[src/rtl/bitblade_pkg.sv]
// Shared types and helpers for the BitBlade slice scheduler.
// Precision codes, FSM state enum, slice-count and shift helpers.
package bitblade_pkg;

    localparam int SLICE_W    = 2;
    localparam int MAX_SLICES = 4;
    localparam int SHIFT_W    = 4;

    localparam logic [1:0] PREC_2B = 2'd0;
    localparam logic [1:0] PREC_4B = 2'd1;
    localparam logic [1:0] PREC_8B = 2'd2;

    typedef enum logic [1:0] {
        S_IDLE,
        S_RUN,
        S_DONE
    } state_t;

    // Code 3 aliases to 8 b.
    function automatic logic [2:0] prec_to_slices(
        input logic [1:0] code
    );
        logic [2:0] n;
        unique case (code)
            PREC_2B: n = 3'd1;
            PREC_4B: n = 3'd2;
            default: n = 3'd4;
        endcase
        return n;
    endfunction

    // Highest slice index for a precision code.
    function automatic logic [1:0] prec_to_max(
        input logic [1:0] code
    );
        logic [2:0] n;
        n = prec_to_slices(code) - 3'd1;
        return n[1:0];
    endfunction

    function automatic logic [SHIFT_W-1:0] slice_shift(
        input logic [1:0] i,
        input logic [1:0] w
    );
        logic [2:0] s;
        s = {1'b0, i} + {1'b0, w};
        return SHIFT_W'(int'(s) * SLICE_W);
    endfunction

endpackage

[src/rtl/bitblade_slice_scheduler_if.sv]
// Job and beat handshake bundle of the slice scheduler.
// slave: scheduler side; master: layer controller / accumulator side.
interface bitblade_slice_scheduler_if;
    import bitblade_pkg::*;

    logic               job_valid;
    logic               job_ready;
    logic [1:0]         i_prec;
    logic [1:0]         w_prec;
    logic               i_signed;
    logic               w_signed;
    logic               beat_valid;
    logic               beat_ready;
    logic [1:0]         i_slice;
    logic [1:0]         w_slice;
    logic               sign_i;
    logic               sign_w;
    logic [SHIFT_W-1:0] shift;
    logic               first;
    logic               last;
    logic               done;

    modport slave (
        input  job_valid, i_prec, w_prec,
        input  i_signed, w_signed, beat_ready,
        output job_ready, beat_valid,
        output i_slice, w_slice, sign_i, sign_w,
        output shift, first, last, done
    );

    modport master (
        output job_valid, i_prec, w_prec,
        output i_signed, w_signed, beat_ready,
        input  job_ready, beat_valid,
        input  i_slice, w_slice, sign_i, sign_w,
        input  shift, first, last, done
    );

endinterface

[src/rtl/slice_counter2d.sv]
// Nested slice counter: i inner, w outer, clear on job start.
// Ports: clr/en controls, i_max/w_max limits, next-value and flag outputs.
module slice_counter2d (
    input  logic       clk,
    input  logic       rst_n,
    input  logic       clr,
    input  logic       en,
    input  logic [1:0] i_max,
    input  logic [1:0] w_max,
    output logic [1:0] i_nxt,
    output logic [1:0] w_nxt,
    output logic       nxt_first,
    output logic       nxt_last
);

    logic [1:0] i_cnt;
    logic [1:0] w_cnt;

    always_comb begin
        i_nxt = i_cnt;
        w_nxt = w_cnt;
        if (clr) begin
            i_nxt = '0;
            w_nxt = '0;
        end else if (en) begin
            if (i_cnt == i_max) begin
                i_nxt = '0;
                w_nxt = (w_cnt == w_max) ? 2'd0 : w_cnt + 2'd1;
            end else begin
                i_nxt = i_cnt + 2'd1;
            end
        end
    end

    assign nxt_first = (i_nxt == 2'd0) && (w_nxt == 2'd0);
    assign nxt_last  = (i_nxt == i_max) && (w_nxt == w_max);

    always_ff @(posedge clk or negedge rst_n) begin
        if (!rst_n) begin
            i_cnt <= '0;
            w_cnt <= '0;
        end else begin
            i_cnt <= i_nxt;
            w_cnt <= w_nxt;
        end
    end

endmodule

[src/rtl/bitblade_slice_scheduler.sv]
// Sequences one multi-precision multiply job as 2-bit slice-pair beats.
// Ports: clk, rst_n (async, active-low), bus (job in, beats/done out).
module bitblade_slice_scheduler
    import bitblade_pkg::*;
(
    input  logic                        clk,
    input  logic                        rst_n,
    bitblade_slice_scheduler_if.slave   bus
);

    state_t     state;
    logic [1:0] i_max_q;
    logic [1:0] w_max_q;
    logic       i_sgn_q;
    logic       w_sgn_q;

    logic       idle;
    logic       accept;
    logic       step;
    logic       load;
    logic [1:0] i_max;
    logic [1:0] w_max;
    logic       i_sgn;
    logic       w_sgn;
    logic [1:0] i_nxt;
    logic [1:0] w_nxt;
    logic       nxt_first;
    logic       nxt_last;

    assign idle   = (state == S_IDLE);
    assign accept = bus.job_valid && bus.job_ready;
    assign step   = bus.beat_valid && bus.beat_ready;
    // Load the beat registers on job start or on any non-final advance.
    assign load   = accept || (step && !bus.last);

    // While idle, limits come straight from the request so the first
    // beat can be registered in the accept cycle.
    assign i_max = idle ? prec_to_max(bus.i_prec) : i_max_q;
    assign w_max = idle ? prec_to_max(bus.w_prec) : w_max_q;
    assign i_sgn = idle ? bus.i_signed : i_sgn_q;
    assign w_sgn = idle ? bus.w_signed : w_sgn_q;

    slice_counter2d u_cnt (
        .clk       (clk),
        .rst_n     (rst_n),
        .clr       (accept),
        .en        (step),
        .i_max     (i_max),
        .w_max     (w_max),
        .i_nxt     (i_nxt),
        .w_nxt     (w_nxt),
        .nxt_first (nxt_first),
        .nxt_last  (nxt_last)
    );

    always_ff @(posedge clk or negedge rst_n) begin
        if (!rst_n) begin
            state          <= S_IDLE;
            i_max_q        <= '0;
            w_max_q        <= '0;
            i_sgn_q        <= 1'b0;
            w_sgn_q        <= 1'b0;
            bus.job_ready  <= 1'b1;
            bus.beat_valid <= 1'b0;
            bus.i_slice    <= '0;
            bus.w_slice    <= '0;
            bus.sign_i     <= 1'b0;
            bus.sign_w     <= 1'b0;
            bus.shift      <= '0;
            bus.first      <= 1'b0;
            bus.last       <= 1'b0;
            bus.done       <= 1'b0;
        end else begin
            bus.done <= 1'b0;
            unique case (state)
                S_IDLE: begin
                    if (accept) begin
                        i_max_q        <= i_max;
                        w_max_q        <= w_max;
                        i_sgn_q        <= i_sgn;
                        w_sgn_q        <= w_sgn;
                        bus.job_ready  <= 1'b0;
                        bus.beat_valid <= 1'b1;
                        state          <= S_RUN;
                    end
                end
                S_RUN: begin
                    if (step && bus.last) begin
                        bus.beat_valid <= 1'b0;
                        bus.done       <= 1'b1;
                        state          <= S_DONE;
                    end
                end
                S_DONE: begin
                    bus.job_ready <= 1'b1;
                    state         <= S_IDLE;
                end
                default: state <= S_IDLE;
            endcase

            if (load) begin
                bus.i_slice <= i_nxt;
                bus.w_slice <= w_nxt;
                bus.sign_i  <= i_sgn && (i_nxt == i_max);
                bus.sign_w  <= w_sgn && (w_nxt == w_max);
                bus.shift   <= slice_shift(i_nxt, w_nxt);
                bus.first   <= nxt_first;
                bus.last    <= nxt_last;
            end else if (step && bus.last) begin
                bus.i_slice <= '0;
                bus.w_slice <= '0;
                bus.sign_i  <= 1'b0;
                bus.sign_w  <= 1'b0;
                bus.shift   <= '0;
                bus.first   <= 1'b0;
                bus.last    <= 1'b0;
            end
        end
    end

endmodule

[src/flat_wrapper.sv]
// flat-port wrapper written by rule: the top's interface ports become plain ports
module bitblade_slice_scheduler_flat import bitblade_pkg::*;
  (clk, rst_n, bus_job_valid, bus_i_prec, bus_w_prec, bus_i_signed, bus_w_signed, bus_beat_ready, bus_job_ready, bus_beat_valid, bus_i_slice, bus_w_slice, bus_sign_i, bus_sign_w, bus_shift, bus_first, bus_last, bus_done);
  bitblade_slice_scheduler_if bus_i ();
  input  logic clk;
  input  logic rst_n;
  input wire logic [$bits(bus_i.job_valid)-1:0] bus_job_valid;
  input wire logic [$bits(bus_i.i_prec)-1:0] bus_i_prec;
  input wire logic [$bits(bus_i.w_prec)-1:0] bus_w_prec;
  input wire logic [$bits(bus_i.i_signed)-1:0] bus_i_signed;
  input wire logic [$bits(bus_i.w_signed)-1:0] bus_w_signed;
  input wire logic [$bits(bus_i.beat_ready)-1:0] bus_beat_ready;
  output wire logic [$bits(bus_i.job_ready)-1:0] bus_job_ready;
  output wire logic [$bits(bus_i.beat_valid)-1:0] bus_beat_valid;
  output wire logic [$bits(bus_i.i_slice)-1:0] bus_i_slice;
  output wire logic [$bits(bus_i.w_slice)-1:0] bus_w_slice;
  output wire logic [$bits(bus_i.sign_i)-1:0] bus_sign_i;
  output wire logic [$bits(bus_i.sign_w)-1:0] bus_sign_w;
  output wire logic [$bits(bus_i.shift)-1:0] bus_shift;
  output wire logic [$bits(bus_i.first)-1:0] bus_first;
  output wire logic [$bits(bus_i.last)-1:0] bus_last;
  output wire logic [$bits(bus_i.done)-1:0] bus_done;
  assign bus_i.job_valid = bus_job_valid;
  assign bus_i.i_prec = bus_i_prec;
  assign bus_i.w_prec = bus_w_prec;
  assign bus_i.i_signed = bus_i_signed;
  assign bus_i.w_signed = bus_w_signed;
  assign bus_i.beat_ready = bus_beat_ready;
  assign bus_job_ready = bus_i.job_ready;
  assign bus_beat_valid = bus_i.beat_valid;
  assign bus_i_slice = bus_i.i_slice;
  assign bus_w_slice = bus_i.w_slice;
  assign bus_sign_i = bus_i.sign_i;
  assign bus_sign_w = bus_i.sign_w;
  assign bus_shift = bus_i.shift;
  assign bus_first = bus_i.first;
  assign bus_last = bus_i.last;
  assign bus_done = bus_i.done;
  bitblade_slice_scheduler u_core (.clk(clk), .rst_n(rst_n), .bus(bus_i));
endmodule
[config.mk]
export PLATFORM = sky130hd
export DESIGN_NAME = bitblade_slice_scheduler_flat
export DESIGN_NICKNAME = d
export VERILOG_FILES = /design/src/rtl/bitblade_pkg.sv /design/src/rtl/bitblade_slice_scheduler_if.sv /design/src/rtl/slice_counter2d.sv /design/src/rtl/bitblade_slice_scheduler.sv /design/src/flat_wrapper.sv
export SDC_FILE = /design/constraint.sdc
export NUM_CORES = 1
export LEC_CHECK = 0
export CORE_MARGIN = 2
export CORE_UTILIZATION = 59
export CTS_BUF_LIST = sky130_fd_sc_hd__clkbuf_4
export DETAILED_ROUTE_END_ITERATION = 7
export HOLD_SLACK_MARGIN = 0.1
export PLACE_DENSITY_LB_ADDON = 0.25
export SLEW_MARGIN = 20
export SYNTH_ARGS = -nofsm -noshare
export SYNTH_HDL_FRONTEND = slang
export SYNTH_HIERARCHICAL = 1
export SYNTH_SLANG_ARGS = --single-unit
[constraint.sdc]
create_clock -name clk -period 7.25 [get_ports clk]
set_input_delay 1.45 -clock clk [delete_from_list [all_inputs] [get_ports clk]]
set_output_delay 1.45 -clock clk [all_outputs]
set_load 0.1 [all_outputs]
======== After elaboration in Yosys (flattened, before gate mapping) ========
Cells that the tools add are included.
storage, ports and cells
  input bits .............................. 10
  output and inout bits ................... 15
  word-level logic and storage cells ...... 86
  bits in registers ....................... 27
  bits in writable memories ............... 0
  ROM bits ................................ 0
  bits in latches ......................... 0
  memories kept ........................... 0
operators by class
  $lt $le $gt $ge ......................... 0
  multipliers ............................. 0
  reduce and logical (&&, ||, !) cells .... 22
  muxes and demuxes ....................... 32
  shift operators ......................... 0
  add/subtract/negate cells ............... 5
  bitwise gates (word level) .............. 0
  equal/unequal tests ..................... 10
  div/mod/pow operators ................... 0
operator list
  cell                                                                   number
  2-bit two-way mux                                                      14
  2-bit case mux with 2 select lines                                     3
  1-bit two-way mux                                                      11
  2-bit zero test                                                        5
  2-bit equality test                                                    4
  1-bit logical AND                                                      8
  4-bit two-way mux                                                      2
  2-bit by 1-bit equality test with 1-bit output, second input constant  3
  2-bit AND reduction                                                    3
  2-bit nonzero test                                                     3
  2-bit by 1-bit adder with 2-bit output, second input constant          2
  1-bit case mux with 2 select lines                                     2
  2-bit by 1-bit subtractor with 2-bit output, second input constant     2
  2-bit by 2-bit adder with 3-bit output                                 1
  3-bit AND reduction                                                    1
  2-bit equality test, second input constant                             1
  2-bit by 1-bit != test with 1-bit output, second input constant        1
  2-bit != test, second input constant                                   1
  1-bit zero test                                                        1
  1-bit logical OR                                                       1

======== Longest topological paths before layout ========
  word-level depth ........................ 12
  mapped depth ............................ 14
  mapped depth without buffers ............ 11

======== By module ========
The synthesis kept the hierarchy.
by module, submodules not included
  module                    times used  area each (um^2)  seq. area each (um^2)  cells an instance
  bitblade_slice_scheduler  1           1059.8            551.8                  90
  slice_counter2d           1           518.0             100.1                  65

======== Worst setup path before layout ========
Ideal clock, no wire load.
  kind .................................... input to register
  start ................................... input bus_i_prec[1]
  end ..................................... register u_core.bus.shift[2]
  data arrival time ....................... 3.792 ns
  setup time .............................. 0.135 ns
  path buffers ............................ 2
  data required time ...................... 7.115 ns
  stages on the path ...................... 13
  setup slack ............................. 3.323 ns
  cell sequence ........................... or4_1 > o21ai_2 > inv_1 > buf_6 > xnor2_1 > and3_1 > buf_4 > mux2i_1 > nor2_1 > ha_1 > inv_1 > fa_1 > o21ai_0
between the ends
  longest elaborated chain between the ends .. 10
  elaborated cells on any way between the ends .. 14
  those cells by class .................... 2 x add/sub; 2 x eq/ne; 9 x mux; 1 x reduce/logical
ends and longest elaborated chain
  item                                                                                      line                               source
  start, declared                                                                           flat_wrapper.sv:8                  input wire logic [$bits(bus_i.i_prec)-1:0] bus_i_prec;
  2-bit by 1-bit equality test with 1-bit output / 2-bit zero test (equally long branches)  bitblade_pkg.sv:24                 unique case (code)
  2-bit case mux with 2 select lines *                                                      bitblade_pkg.sv:24
  2-bit by 1-bit subtractor with 2-bit output *                                             bitblade_pkg.sv:37                 n = prec_to_slices(code) - 3'd1;
  2-bit two-way mux *                                                                       bitblade_slice_scheduler.sv:38     assign i_max = idle ? prec_to_max(bus.i_prec) : i_max_q;
  named net u_core.i_max[0]                                                                 bitblade_slice_scheduler.sv:21     logic [1:0] i_max;
  2-bit equality test *                                                                     slice_counter2d.sv:26              if (i_cnt == i_max) begin
  2-bit two-way mux *                                                                       slice_counter2d.sv:26
  2-bit two-way mux *                                                                       slice_counter2d.sv:25              end else if (en) begin
  2-bit two-way mux *                                                                       slice_counter2d.sv:22              if (clr) begin
  named net u_core.w_nxt[0]                                                                 bitblade_slice_scheduler.sv:26     logic [1:0] w_nxt;
  2-bit by 2-bit adder with 3-bit output *                                                  bitblade_pkg.sv:46                 s = {1'b0, i} + {1'b0, w};
  4-bit two-way mux *                                                                       bitblade_slice_scheduler.sv:101    if (load) begin
  end signal, assigned                                                                      bitblade_slice_scheduler.sv:106    bus.shift <= slice_shift(i_nxt, w_nxt);
  end, declared                                                                             bitblade_slice_scheduler_if.sv:28  output shift, first, last, done
Mark *: on every way through the listed nets, which the timed path passes. The rest lies on a longest branch.
A chain may end at the register's enable or synchronous reset.

======== Final worst setup path ========
Ends and elaborated chain as after synthesis.

==> flow_metrics.env <==
export IMPL_numPortBuffers=23
export IMPL_cpPeakStageDelay_ns=0.54
export IMPL_antenna_cells=0
export IMPL_final_hold_viol_count=0
export IMPL_place_hpwl_um=2376
export IMPL_min_path_type="flop to flop"
export IMPL_synth_cells=155
export IMPL_totalWireLength_um=3110
export IMPL_routedWlPerCell_um=15.63
export IMPL_worstMarginPinSlew_ns=0.9937
export IMPL_gp_congestion=0.8223
export IMPL_die_h_um=55.71
export IMPL_area_growth_pct=11.74
export IMPL_finalSetupViolCount=0
export IMPL_crit_chain="clkdlybuf4s50_1, or4_1, o21ai_2, inv_1, xnor2_1, and3_1, mux2i_1, nor2_1, ha_1, inv_1, fa_1, o21ai_0"
export IMPL_r2r_setup_slack_ns=4.01
export IMPL_critPathArrivalTime_ns=4.48
export IMPL_start_util_pct=63.11
export IMPL_grt_start_max_net_pins=27
export IMPL_final_cell_mix="dfrtp_1 (25), clkdlybuf4s50_1 (22), o21ai_0 (15)"
export IMPL_ys_ff_latch=26
export IMPL_synth_ff_type="dfrtp_1"
export IMPL_status="complete, no violations"
export IMPL_cp_end_kind="flop"
export IMPL_ys_types=53
export IMPL_grt_usage_pct=21.79
export IMPL_first_iter_violations=35
export IMPL_yosys_warnings=6
export IMPL_layout_nets=182
export IMPL_die_area_um2=3104
export IMPL_min_period_ns=4.280
export IMPL_crit_required_ns=7.45
export IMPL_vias_per_cell=5.955
export IMPL_criticalPathCategory="input port to flop"
export IMPL_drc_errors=0
export IMPL_avgSynthCellArea_um2=10.18
export IMPL_slew_headroom_pct=33.54
export IMPL_maxSlewViolCount=0
export IMPL_min_to="u_core/i_max_q[1]"
export IMPL_r2r_start="u_core/state[0]"
export IMPL_cts_tree="done"
export IMPL_clockBufferDepth=2
export IMPL_cts_resized=0
export IMPL_post_cts_buffers=0
export IMPL_fmax_mhz=233.6
export IMPL_finalSetupTns_ns=0
export IMPL_crit_fanout=9
export IMPL_drive_above_1_share_pct=13.02
export IMPL_min_period_over_period_pct=59.04
export IMPL_htreeDepth=1
export IMPL_core_um2=2500
export IMPL_dpl_cell_area_um2=1738
export IMPL_rr_worst_depth=10
export IMPL_synthArstFlopShare_pct=100.0
export IMPL_synth_edf_count=0
export IMPL_final_common_cell="dfrtp_1"
export IMPL_postCtsHoldBufs=0
export IMPL_clock_latency_ns=0.31
export IMPL_finClkSkew_ns=0.002946
export IMPL_rsz0062_at_grt="false"
export IMPL_fin_area_um2=1763
export IMPL_numCtsBuffers=3
export IMPL_hp_start="u_core/i_max_q[1]"
export IMPL_slowest_stage="or4_1"
export IMPL_io_pins=25
export IMPL_rr_endpoint="u_core/bus.shift[2]"
export IMPL_cp_common_cell="inv_1"
export IMPL_vias=1185
export IMPL_grt_pass1_wl_um=5319
export IMPL_synth_fp_nets=167
export IMPL_cp_start_kind="input port"
export IMPL_ys_seq_area_share_pct=41.32
export IMPL_antenna_found_initial=0
export IMPL_drv_cap=0
export IMPL_std_cell_rows=18
export IMPL_die_x_um=55.71
export IMPL_ant_nets=0
export IMPL_first_global_vias=1145
export IMPL_firstDrtPassIters=4
export IMPL_syn_area_um2=1578
export IMPL_whs_path_depth=1
export IMPL_path_clk_slew_ns=0.13
export IMPL_cts_sinks=26
export IMPL_cts_root_buf="clkbuf_4"
export IMPL_grt_ovfl_total=0
==> logic make-up after synthesis <==
group | after synthesis | share of synthesized area (%)
compound gates | 42 | 19.27
xor+xnor | 9 | 5.472
fa+ha+maj | 2 | 2.062
buf+inv | 24 | 9.436
flops | 26 | 41.32
mux | 11 | 7.533
other cells | 1 | 0.2377
simple gates | 40 | 14.67
==> worst max-delay path, delay by kind of cell <==
kind | cells | cell delay (ns)
simple gates | 3 | 1.22
xor+xnor | 1 | 0.15
fa+ha+maj | 2 | 0.72
mux | 1 | 0.12
buf+inv | 3 | 0.64
compound gates | 2 | 0.18
==> layout make-up <==
cell class | count | area (um2)
Sequential cell | 26 | 651.9
Multi-Input combinational cell | 105 | 777.0
Tap cell | 30 | 37.54
Clock buffer | 4 | 30.03
Fill cell | 178 | 737.0
Timing Repair Buffer | 23 | 225.2
Inverter | 11 | 41.29
==> flip-flops by register name, indices dropped and copies added (netlist names), 2 cells and up <==
name and flops:
u_core/state 2, u_core/bus.i_slice 2, u_core/w_max_q 2, u_core/u_cnt/w_cnt 2, u_core/bus.w_slice 2, u_core/i_max_q 2
u_core/u_cnt/i_cnt 2, u_core/bus.shift 3
==> synth_stat cells (all sizes together) (2+ instances only) <==
library cell,count,area (um2)
a21oi,5,25.02
a22o,5,43.79
and2,2,12.51
and4,2,17.52
buf,9,81.32
clkbuf,4,26.27
dfrtp,25,625.6
inv,11,41.29
mux2,7,78.82
mux2i,4,40.04
nand2,11,41.29
nor2,11,60.06
nor2b,2,20.02
nor3,3,15.01
o21ai,18,97.59
o41ai,3,41.29
or4,2,15.01
xnor2,7,68.82
xor2,2,17.52
==> per-layer routing <==
layer | up-vias | GRT usage (%) | wire (um)
li1 | 567 | - | -
met1 | 569 | 28.72 | 1349
met2 | 39 | 34.01 | 1518
met3 | 10 | 5.581 | 162
met4 | 0 | 9.408 | 80
met5 | - | 0 | 0
==> through the flow <==
step / setup slack (ns) / util, % / hold WS (ns) / instances
6_report: 2.970 / 70.52 / 0.5174 / 199
5_1_grt: 2.722 / 70.52 / 0.5363 / 199
4_1_cts: 3.015 / 70.72 / 0.5123 / 199
3_5_place_dp: 2.664 / 69.52 / 0.4776 / 195
3_3_place_gp: 2.787 / 69.52 / 0.4656 / 195
2_1_floorplan: 3.323 / - / 0.4719 / 155
==> how the worst max path moves through the flow <==
stage | to | slack, ns | start | cells past startpoint
after CTS | u_core/bus.shift[2] | 3.02 | bus_i_prec[1] | 12
after floorplan | u_core/bus.shift[2] | 3.32 | bus_i_prec[1] | 13
after global routing | u_core/bus.shift[2] | 2.72 | bus_i_prec[1] | 12
after global placement | u_core/bus.shift[2] | 2.79 | bus_i_prec[1] | 12
after detailed placement | u_core/bus.shift[2] | 2.66 | bus_i_prec[1] | 12
final | u_core/bus.shift[2] | 2.97 | bus_i_prec[1] | 12
Power is not shown: default switching activity piles up to over one toggle a cycle in this logic, so the estimate is an artifact.
